--- config.mk ---
export PLATFORM = sky130hd
export DESIGN_NAME = instr_fetch_unit
export DESIGN_NICKNAME = d
export VERILOG_FILES = /design/src/rtl/instr_fetch_unit_pkg.sv /design/src/rtl/instr_fetch_unit.sv
export SDC_FILE = /design/constraint.sdc
export NUM_CORES = 1
export LEC_CHECK = 0
export ABC_AREA = 1
export CORE_MARGIN = 2
export CORE_UTILIZATION = 48
export DETAILED_ROUTE_END_ITERATION = 16
export HOLD_SLACK_MARGIN = 0.15
export PLACE_DENSITY = 0.85
export SLEW_MARGIN = 25
export SYNTH_ARGS = -nofsm -noshare
export SYNTH_HDL_FRONTEND = slang
export SYNTH_SLANG_ARGS = --single-unit
--- constraint.sdc ---
create_clock -name clk -period 4 [get_ports clk]
set_input_delay 0.8 -clock clk [delete_from_list [all_inputs] [get_ports clk]]
set_output_delay 0.8 -clock clk [all_outputs]
set_load 0.005 [all_outputs]
--- src/rtl/instr_fetch_unit_pkg.sv ---
// instr_fetch_unit_pkg: shared fetch FSM state, NOP encoding and default reset PC
package instr_fetch_unit_pkg;
  typedef enum logic [1:0] {S_IDLE, S_REQ, S_WAIT, S_DONE} fetch_state_e;
  localparam logic [31:0] NOP = 32'h0000_0013;
  localparam logic [63:0] DEFAULT_RESET_PC = 64'h0000_0000_8000_0000;
endpackage

--- src/rtl/instr_fetch_unit.sv ---
// instr_fetch_unit: single-outstanding 32-bit instruction fetch over a 64-bit read bus with pc redirect buffering
module instr_fetch_unit
  import instr_fetch_unit_pkg::*;
#(
  parameter logic [63:0] RESET_PC = DEFAULT_RESET_PC
) (
  input  logic        clk,
  input  logic        rst,
  input  logic        ifu_valid,
  output logic        ifu_finish,
  output logic [31:0] instr,
  output logic [63:0] pc,
  input  logic        pc_update,
  input  logic [63:0] next_pc,
  output logic        ibus_req,
  output logic [63:0] ibus_addr,
  input  logic        ibus_ready,
  input  logic        ibus_rvalid,
  input  logic [63:0] ibus_rdata,
  input  logic        ibus_err,
  output logic        fetch_fault
);
  fetch_state_e r_state;
  logic [63:0] r_pc, r_pend;
  logic [31:0] r_instr;
  logic r_pend_v, r_fin, r_req, r_fault;
  logic [63:0] w_fpc;
  assign w_fpc = pc_update ? next_pc : r_pc;
  assign ifu_finish = r_fin;
  assign instr = r_instr;
  assign pc = r_pc;
  assign ibus_req = r_req;
  assign ibus_addr = {r_pc[63:3], 3'b000};
  assign fetch_fault = r_fault;
  always_ff @(posedge clk) begin
    if (rst) begin
      r_state <= S_IDLE;
      r_pc <= RESET_PC;
      r_pend <= '0;
      r_pend_v <= 1'b0;
      r_instr <= NOP;
      r_fin <= 1'b0;
      r_req <= 1'b0;
      r_fault <= 1'b0;
    end else begin
      r_fin <= 1'b0;
      case (r_state)
        S_IDLE: begin
          r_pc <= w_fpc;
          if (ifu_valid && w_fpc[1:0] == 2'b00) begin
            r_state <= S_REQ;
            r_req <= 1'b1;
            r_fault <= 1'b0;
          end else if (ifu_valid) begin
            r_state <= S_DONE;
            r_fin <= 1'b1;
            r_instr <= NOP;
            r_fault <= 1'b1;
          end
        end
        S_REQ: begin
          if (pc_update) begin
            r_pend <= next_pc;
            r_pend_v <= 1'b1;
          end
          if (ibus_ready) begin
            r_state <= S_WAIT;
            r_req <= 1'b0;
          end
        end
        S_WAIT: begin
          if (pc_update) begin
            r_pend <= next_pc;
            r_pend_v <= 1'b1;
          end
          if (ibus_rvalid) begin
            r_state <= S_DONE;
            r_fin <= 1'b1;
            r_instr <= ibus_err ? NOP : (r_pc[2] ? ibus_rdata[63:32] : ibus_rdata[31:0]);
            r_fault <= ibus_err;
          end
        end
        S_DONE: begin
          // a redirect arriving in DONE is newer than anything buffered during the fetch
          r_pc <= pc_update ? next_pc : (r_pend_v ? r_pend : r_pc);
          r_pend_v <= 1'b0;
          r_state <= S_IDLE;
        end
      endcase
    end
  end
endmodule

==> impl_results.md, run 1 <==
* Clock root buffer: clkbuf_16
* HP Start: r_pend[31]
* Largest net degree at the start of global routing at 113
* Critical path endpoint category: register
* Startpoint types: input pin
* Cells along the critical path: buf_2, buf_4, nand2_1, nand2_2, nor2_4, nand2_2, nand2_1, nand2_1, nand2_1, nor2_1
* Drt pass-1 iters at 5
* Critical R2R Capture: pc[63]
* Leak at 4.43 nW
* Distinct cells, synth at 23
* Top cells by area, synth: dfxtp_1 42%, nor2_1 16%, o21ai_0 10%
* Final hold violations at 0
* Hold/Removal Path Class: register to register
* Rel. slew slack at 0.406
* Hold EP: r_pend[31]
* Max-cap viol count at 0
* Max Fanout on Critical Path at 58
* First-pass GRT wire length at 35100 µm
* Slew @ Worst Pin at 0.889 ns
* FP Rows at 47
* Post-synth EDFFs at 0
* Max Slew Vio Count at 0
* Grt total ovfl at 0
* Multi-input gate area at 0.00367 mm²
* Mapped Area at 0.00794 mm²
* Fill count at 1352
* Post-layout minimum cycle time at 2.59 ns
* Starting density of the core at 0.486
* Clock Latency Late Sink at 0.42 ns
* Post-synth ARST share at 0
* Cts repair resizes at 0
* TritonCTS clock tree: yes
* Post-DR vias/cell at 5.11
* Final Power at 7.96 mW
* Antenna violations before repair at 0
* Cells after synthesis at 1129
* Power Dens Cells at 722 mW/mm²
* Die ar. at 0.0176 mm²
* Final nets at 1443
* Synth top cells by count: 340 x nor2_1, 166 x dfxtp_1, 158 x o21ai_0, 97 x a21oi_1, 88 x nand2_1
* Detail Route Antenna Nets at 0
* Area Growth Syn to Fin at 38.9%
* Clock sink count at 166
* Maximum vdd drop at 0.391 mV
* H-tree lvl count at 4
* Final period utilization at 0.648
* # setup viols final at 0
* WL/cell at 14.4 µm
* TritonCTS Buffers at 17
* Main synth FF type: dfxtp_1
* Post-Syn Area per Cell at 7.03 µm²
* Vias at 7857
* Worst Path Buf+Inv at 2
* Post-Route WL at 22200 µm
* Synth area leader: dfxtp_1
* Most used cell, CP: nand2_1
* Routability cong. at 0.799
* Postcts setup bufs at 0
* Reg2reg start: r_state[0]
* Inserted Diodes at 0
* Synth warnings at 0
* CP Data Required Time at 4.35 ns
* Clock tree buffer depth at 2
* Vias in the first global route at 7156
* Die W at 133 µm
* R2R cell count at 8
* Storage cell area at 0.00332 mm²
* I/O pin cnt at 298
* Count leader, synth: nor2_1
* Placed wire-length estimate at 14600 µm
* Drt initial violations at 410
* Status: complete, no violations
* Core ar. at 0.0163 mm²
* Crit Path Category: input pin to register
* Hold Path Stages at 2
* Clock Pin Slew Worst Setup and Hold Paths at 0.06 ns
* Worst path top cell family by delay: simple AND/OR/NAND/NOR gates
* Max incr delay on CP at 0.54 ns
* Register area share after synthesis at 0.419
* Slowest CP cell: buf_4
* Post-synth top area share at 0.419
* Register-to-register setup slack at 1.47 ns
* I/O Buffers at 294
* Cts hold-fix bufs at 0
* Register bit total from synthesis at 166
* Crit path launch: pc_update
* Vert. Die Dim at 133 µm
* Arr. time, crit path at 2.94 ns
* Fmax at 386 MHz
* Layout cells sized above 1 at 0.0501
* Total track usage at 0.242
* RSZ-0062 raised after global routing: no
* Clk_skew at 0.00888 ns
* DR DRC count at 0
* Setup TNS Final at 0 ns
## cells in the final DEF, fill, tap and decap left out, types with 4 or more instances in the layout
cell and instances:
dfxtp_1 166, clkbuf_16 17, nor2_1 339, o21ai_0 158, inv_1 18, nand3_1 27, a21oi_1 97, o21a_1 55
clkdlybuf4s50_1 293, nand2_2 4, buf_4 11, nand2_1 86, nand3_2 10
## where the power goes
group	leakage (nW)	switching [mW]	internal, mW
registers	1.37	0.385	2.26
logic	2.75	1.79	1.78
clock network	0.315	0.694	1.05
total	4.43	2.87	5.09
## per-layer routing
layer	share of wire	wire [µm]	global-route usage
met2	0.48	10700	0.415
met3	0.086	1900	0.0674
met1	0.41	9180	0.293
met4	0.018	406	0.0800
met5	0	0	0
## registers in the layout, summed over array words and instances, names as in the netlist
name	cells
r_state	2
r_pend_v	1
instr	32
ibus_req	1
fetch_fault	1
r_pend	64
pc	64
ifu_finish	1
## stage by stage
step                cell area (µm²)  hold slack [ns]   util  std cells  setup WS [ns]
floorplan                      7950            0.446      -       1131           2.28
global placement              10400            0.438  0.636       1505           1.10
detailed placement            10400            0.450  0.636       1505          0.979
CTS                           11000            0.467  0.675       1537           1.41
global route                  11000            0.500  0.675       1537           1.19
finish                        11000            0.467  0.675       1537           1.41
## worst reg2reg max path, stage by stage, from the launching register on
cell,delay [ns]
dfxtp_1,0.40
inv_1,0.09
ha_1,0.29
o21ai_1,0.19
nand2_2,0.20
inv_2,0.55
buf_4,0.47
o21a_1,0.19
nor2_1,0.05
## area by class of cell
class / count / area share
Multi-Input combinational cell: 791 / 0.333
Timing Repair Buffer: 306 / 0.276
Inverter: 22 / 0.00771
Sequential cell: 166 / 0.301
Tap cell: 220 / 0.0250
Clock buffer: 20 / 0.0423
Clock inverter: 12 / 0.0151
## logic make-up (layout without fill, tap and decap cells)
family,Yosys count,after routing,share of synthesized area
DFF,166,166,0.419
AOI/OAI and AO/OA,315,315,0.217
other,1,3,0.000472
and+or+nand+nor,469,469,0.236
buffers and inverters,174,360,0.122
adders and majority gates,4,4,0.00630
## worst max path at each step
stage	cells past startpoint	endpoint
finish	10	instr[9]
global route	10	instr[9]
CTS	10	instr[9]
detailed placement	10	instr[9]
global placement	9	instr[9]
floorplan	9	instr[30]
Power figures use the tool's default switching activity.
==> run 2, diff against run 1 <==
--- a/config.mk
+++ b/config.mk
@@ -7,10 +7,10 @@
 export LEC_CHECK = 0
 export ABC_AREA = 1
 export CORE_MARGIN = 2
-export CORE_UTILIZATION = 48
+export CORE_UTILIZATION = 45
 export DETAILED_ROUTE_END_ITERATION = 16
 export HOLD_SLACK_MARGIN = 0.15
-export PLACE_DENSITY = 0.85
+export PLACE_DENSITY = 0.8
 export SLEW_MARGIN = 25
 export SYNTH_ARGS = -nofsm -noshare
 export SYNTH_HDL_FRONTEND = slang
==> constraint.sdc (replaced) <==
create_clock -name clk -period 2.65 [get_ports clk]
set_input_delay 0.53 -clock clk [delete_from_list [all_inputs] [get_ports clk]]
set_output_delay 0.53 -clock clk [all_outputs]
set_load 0.005 [all_outputs]
==> impl_results.md, run 2 (synthesized netlist as in run 1, its figures left out) <==
* Crit Path Category: register to register
* Status: complete, no violations
* I/O Buffers at 294
* Storage cell area at 0.00332 mm²
* Area Growth Syn to Fin at 39.3%
* Vias at 7919
* Antenna violations before repair at 1
* Slew @ Worst Pin at 0.972 ns
* Clock Latency Late Sink at 0.43 ns
* Clock sink count at 166
* Leak at 4.44 nW
* Clock root buffer: clkbuf_16
* HP Start: instr[1]
* Commonest cells after routing, fill and taps aside: 339 x nor2_1, 293 x clkdlybuf4s50_1, 166 x dfxtp_1
* Die W at 137 µm
* Drt initial violations at 514
* Max Slew Vio Count at 0
* Setup TNS Final at 0 ns
* Maximum vdd drop at 0.613 mV
* Vert. Die Dim at 137 µm
* Reg2reg start: r_state[0]
* Cts repair resizes at 0
* Rel. slew slack at 0.351
* Core ar. at 0.0173 mm²
* DR DRC count at 0
* TritonCTS clock tree: yes
* Max-cap viol count at 0
* Arr. time, crit path at 2.49 ns
* Leading cell type in the layout, fill and taps excluded: nor2_1
* TritonCTS Buffers at 17
* Critical path endpoint category: register
* Total track usage at 0.237
* Post-layout minimum cycle time at 2.17 ns
* Hold EP: instr[1]
* Clock tree buffer depth at 2
* Power Dens Cells at 1080 mW/mm²
* I/O pin cnt at 298
* Fmax at 461 MHz
* Largest net degree at the start of global routing at 66
* Starting density of the core at 0.459
* Vias in the first global route at 7076
* Critical R2R Capture: pc[14]
* Register-to-register setup slack at 0.48 ns
* Hold Path Stages at 2
* Clk_skew at 0.00898 ns
* Fill count at 1498
* Routability cong. at 0.759
* Final hold violations at 0
* Post-Route WL at 23000 µm
* First-pass GRT wire length at 35400 µm
* Placed wire-length estimate at 15100 µm
* Startpoint types: register
* FP Rows at 48
* Detail Route Antenna Nets at 0
* Clock Pin Slew Worst Setup and Hold Paths at 0.07 ns
* Final nets at 1450
* Postcts setup bufs at 0
* Grt total ovfl at 0
* Hold/Removal Path Class: register to register
* Multi-input gate area at 0.00367 mm²
* Cts hold-fix bufs at 0
* R2R cell count at 8
* Post-Route Utilization at 0.639
* Drt pass-1 iters at 5
* Final period utilization at 0.819
* CP Data Required Time at 2.97 ns
* Die ar. at 0.0187 mm²
* H-tree lvl count at 4
* WL/cell at 14.9 µm
* Crit path launch: r_state[0]
* Post-DR vias/cell at 5.11
* RSZ-0062 raised after global routing: no
* Max Fanout on Critical Path at 59
* # setup viols final at 0
* Layout cells sized above 1 at 0.0536
==> run 2: worst max-delay path by stage <==
stage,to,cells after the start,slack [ns]
after global routing,instr[16],10,0.23
after detailed placement,instr[16],8,0.35
after CTS,pc[36],8,0.46
final,pc[14],8,0.48
after global placement,instr[6],8,0.38
after floorplan,pc[2],9,1.01
==> run 2: worst max-delay path, cell delays in order (launching register included) <==
cell     delay [ns]
dfxtp_1        0.38
inv_1          0.08
ha_1           0.28
o21ai_1        0.18
nand2_2        0.21
inv_2          0.39
buf_12         0.29
o21a_1         0.18
nor2_1         0.04
==> run 2: cell type report <==
class                           instances  area share
Clock inverter                         12      0.0107
Clock buffer                           20      0.0404
Tap cell                              225      0.0255
Sequential cell                       166       0.300
Antenna cell                            1    0.000226
Timing Repair Buffer                  313       0.283
Multi-Input combinational cell        791       0.332
Inverter                               22     0.00769
==> run 2: metal layers <==
| metal | global-route usage | share of wire | wire (µm) |
|---|---|---|---|
| met1 | 0.300 | 0.42 | 9680 |
| met2 | 0.391 | 0.47 | 10900 |
| met3 | 0.0656 | 0.089 | 2050 |
| met4 | 0.0808 | 0.019 | 433 |
| met5 | 0 | 0 | 0 |
==> run 2: metrics by stage <==
step / area [µm²] / std cells / setup WS (ns) / total power [mW] / hold slack (ns)
floorplan: 7950 / 1131 / 1.01 / 7.42 / 0.446
global placement: 10500 / 1517 / 0.385 / 9.44 / 0.440
detailed placement: 10500 / 1517 / 0.352 / 9.54 / 0.452
CTS: 11100 / 1549 / 0.464 / 12.0 / 0.468
global route: 11100 / 1550 / 0.228 / 12.8 / 0.480
finish: 11100 / 1550 / 0.481 / 11.9 / 0.465
==> run 2: report_power, final <==
group / total (mW) / switching, mW / internal [mW]
clock: 2.40 / 1.07 / 1.33
sequential: 3.99 / 0.574 / 3.42
combinational: 5.50 / 2.73 / 2.77
total: 11.9 / 4.37 / 7.52
==> run 3, diff against run 2 <==
==> constraint.sdc (replaced) <==
create_clock -name clk -period 2.05 [get_ports clk]
set_input_delay 0.41 -clock clk [delete_from_list [all_inputs] [get_ports clk]]
set_output_delay 0.41 -clock clk [all_outputs]
set_load 0.005 [all_outputs]
==> impl_results.md, run 3 (synthesized netlist as in run 1, its figures left out) <==
* Startpoint types: register
* HP Start: r_pend[31]
* Clk_skew at 0.0124 ns
* Placed wire-length estimate at 15300 µm
* Comb pwr share at 0.464
* Status: complete, no violations
* Rel. slew slack at 0.490
* Detail Route Antenna Nets at 0
* Drt initial violations at 380
* I/O Buffers at 294
* Die W at 137 µm
* Routability cong. at 0.803
* Layout cells sized above 1 at 0.0594
* Hold Slack at 0.466 ns
* # setup viols final at 0
* Clock root buffer: clkbuf_16
* Critical R2R Capture: pc[28]
* Register-to-register setup slack at 0.18 ns
* Leak at 4.51 nW
* Pint at 10.0 mW
* TritonCTS clock tree: yes
* NetSw at 5.80 mW
* Fill count at 1514
* Post-Route Utilization at 0.651
* Cts hold-fix bufs at 0
* Slowest CP cell: dfxtp_1
* Cells along the critical path: inv_1, ha_1, o21ai_1, nand2_2, inv_2, buf_12, o21a_1, nor2_1
* Crit Path Category: register to register
* Critical path endpoint category: register
* Leading cell type in the layout, fill and taps excluded: nor2_1
* Storage cell area at 0.00332 mm²
* Final period utilization at 0.914
* Die ar. at 0.0187 mm²
* Antenna violations before repair at 1
* FP Rows at 48
* Max Slew Vio Count at 0
* Post-Route WL at 23100 µm
* Clock sink count at 166
* DR DRC count at 0
* Final nets at 1456
* Max-cap viol count at 0
* Post-layout minimum cycle time at 1.87 ns
* Post-Place Cell Area at 0.0106 mm²
* Setup TNS Final at 0 ns
* Sw frac at 0.366
* Clk pwr share at 0.209
* Maximum vdd drop at 0.686 mV
* Clock tree buffer depth at 2
* Max incr delay on CP at 0.38 ns
* Final hold violations at 0
* Sequential share of power at 0.326
* Hold EP: r_pend[31]
* Cts repair resizes at 0
* Vias at 7917
* WL/cell at 14.9 µm
* Largest net degree at the start of global routing at 74
* Hold/Removal Path Class: register to register
* Vert. Die Dim at 137 µm
* Hold Path Stages at 2
* TritonCTS Buffers at 17
* Core ar. at 0.0173 mm²
* Vias in the first global route at 7068
* I/O pin cnt at 298
* Grt total ovfl at 0
* Power Dens Cells at 1410 mW/mm²
* Starting density of the core at 0.459
* Reg2reg start: r_state[0]
* Clock Pin Slew Worst Setup and Hold Paths at 0.07 ns
* Drt pass-1 iters at 5
* Arr. time, crit path at 2.19 ns
* CP Data Required Time at 2.37 ns
* Fmax at 534 MHz
* Post-DR vias/cell at 5.09
* Multi-input gate area at 0.00367 mm²
* Total track usage at 0.234
* Post-route cell area at 0.0113 mm²
* Max Fanout on Critical Path at 37
* Clock Latency Late Sink at 0.43 ns
* H-tree lvl count at 4
* Commonest cells after routing, fill and taps aside: 339 x nor2_1, 293 x clkdlybuf4s50_1, 166 x dfxtp_1
* First-pass GRT wire length at 34900 µm
* Area Growth Syn to Fin at 41.8%
* Slew @ Worst Pin at 0.764 ns
* R2R cell count at 8
* RSZ-0062 raised after global routing: no
-- run 3: changes by cell type in the layout (fill, tap and decap cells not counted) --
cell / delta
clkbuf_16: +1
clkbuf_1: -2
inv_6: +1
bufinv_16: +1
clkinvlp_4: +2
buf_12: +7
clkinv_4: -3
buf_4: -2
clkbuf_8: -1
clkinv_8: +1
clkinv_2: -2
inv_8: +3
-- run 3: worst max path at each step --
stage	end	from	slack (ns)
after floorplan	pc[2]	r_state[0]	0.41
after global placement	instr[6]	ifu_valid	0.16
after detailed placement	instr[27]	ifu_valid	0.07
after CTS	pc[28]	r_state[0]	0.13
after global routing	pc[28]	r_state[0]	0.01
final	pc[28]	r_state[0]	0.18
-- run 3: what timing repair did --
| item | in CTS | in global routing |
|---|---|---|
| setup buffers | 0 | 0 |
| endpoints found under the hold margin | 0 | 0 |
| setup endpoints to repair | 0 | 8 |
-- run 3: critical path: cells and delay by family, from the launching register on --
family,cells,cell delay [ns]
simple gates,2,0.13
buf+inv,3,0.57
fa+ha+maj,1,0.28
compound gates,2,0.37
flops,1,0.38
-- run 3: per-stage QoR --
step,power (mW),std cells,setup WS [ns]
final,15.8,1556,0.176
after global routing,17.0,1556,0.0100
after CTS,15.8,1554,0.127
after detailed placement,12.5,1522,0.0723
after global placement,12.3,1522,0.157
after floorplan,9.59,1131,0.415
-- run 3: cell type report --
type / count / share of cell area
Clock inverter: 15 / 0.0166
Tap cell: 225 / 0.0250
Sequential cell: 166 / 0.295
Timing Repair Buffer: 319 / 0.291
Multi-Input combinational cell: 791 / 0.326
Inverter: 22 / 0.00756
Antenna cell: 1 / 0.000222
Clock buffer: 17 / 0.0378
-- run 3: metal layers --
layer | wire length (µm) | track usage | share of wire
met2 | 10900 | 0.394 | 0.47
met3 | 2110 | 0.0711 | 0.091
met5 | 0 | 0 | 0
met1 | 9920 | 0.289 | 0.43
met4 | 216 | 0.0682 | 0.0093
-- run 3: power groups by stage --
stage / Clock [mW] / Sequential [mW] / Combinational [mW]
finish: 3.31 / 5.17 / 7.35
global route: 3.50 / 5.32 / 8.18
CTS: 3.35 / 5.17 / 7.32
detailed placement: 0 / 5.22 / 7.27
global placement: 0 / 5.19 / 7.14
floorplan: 0 / 5.11 / 4.48
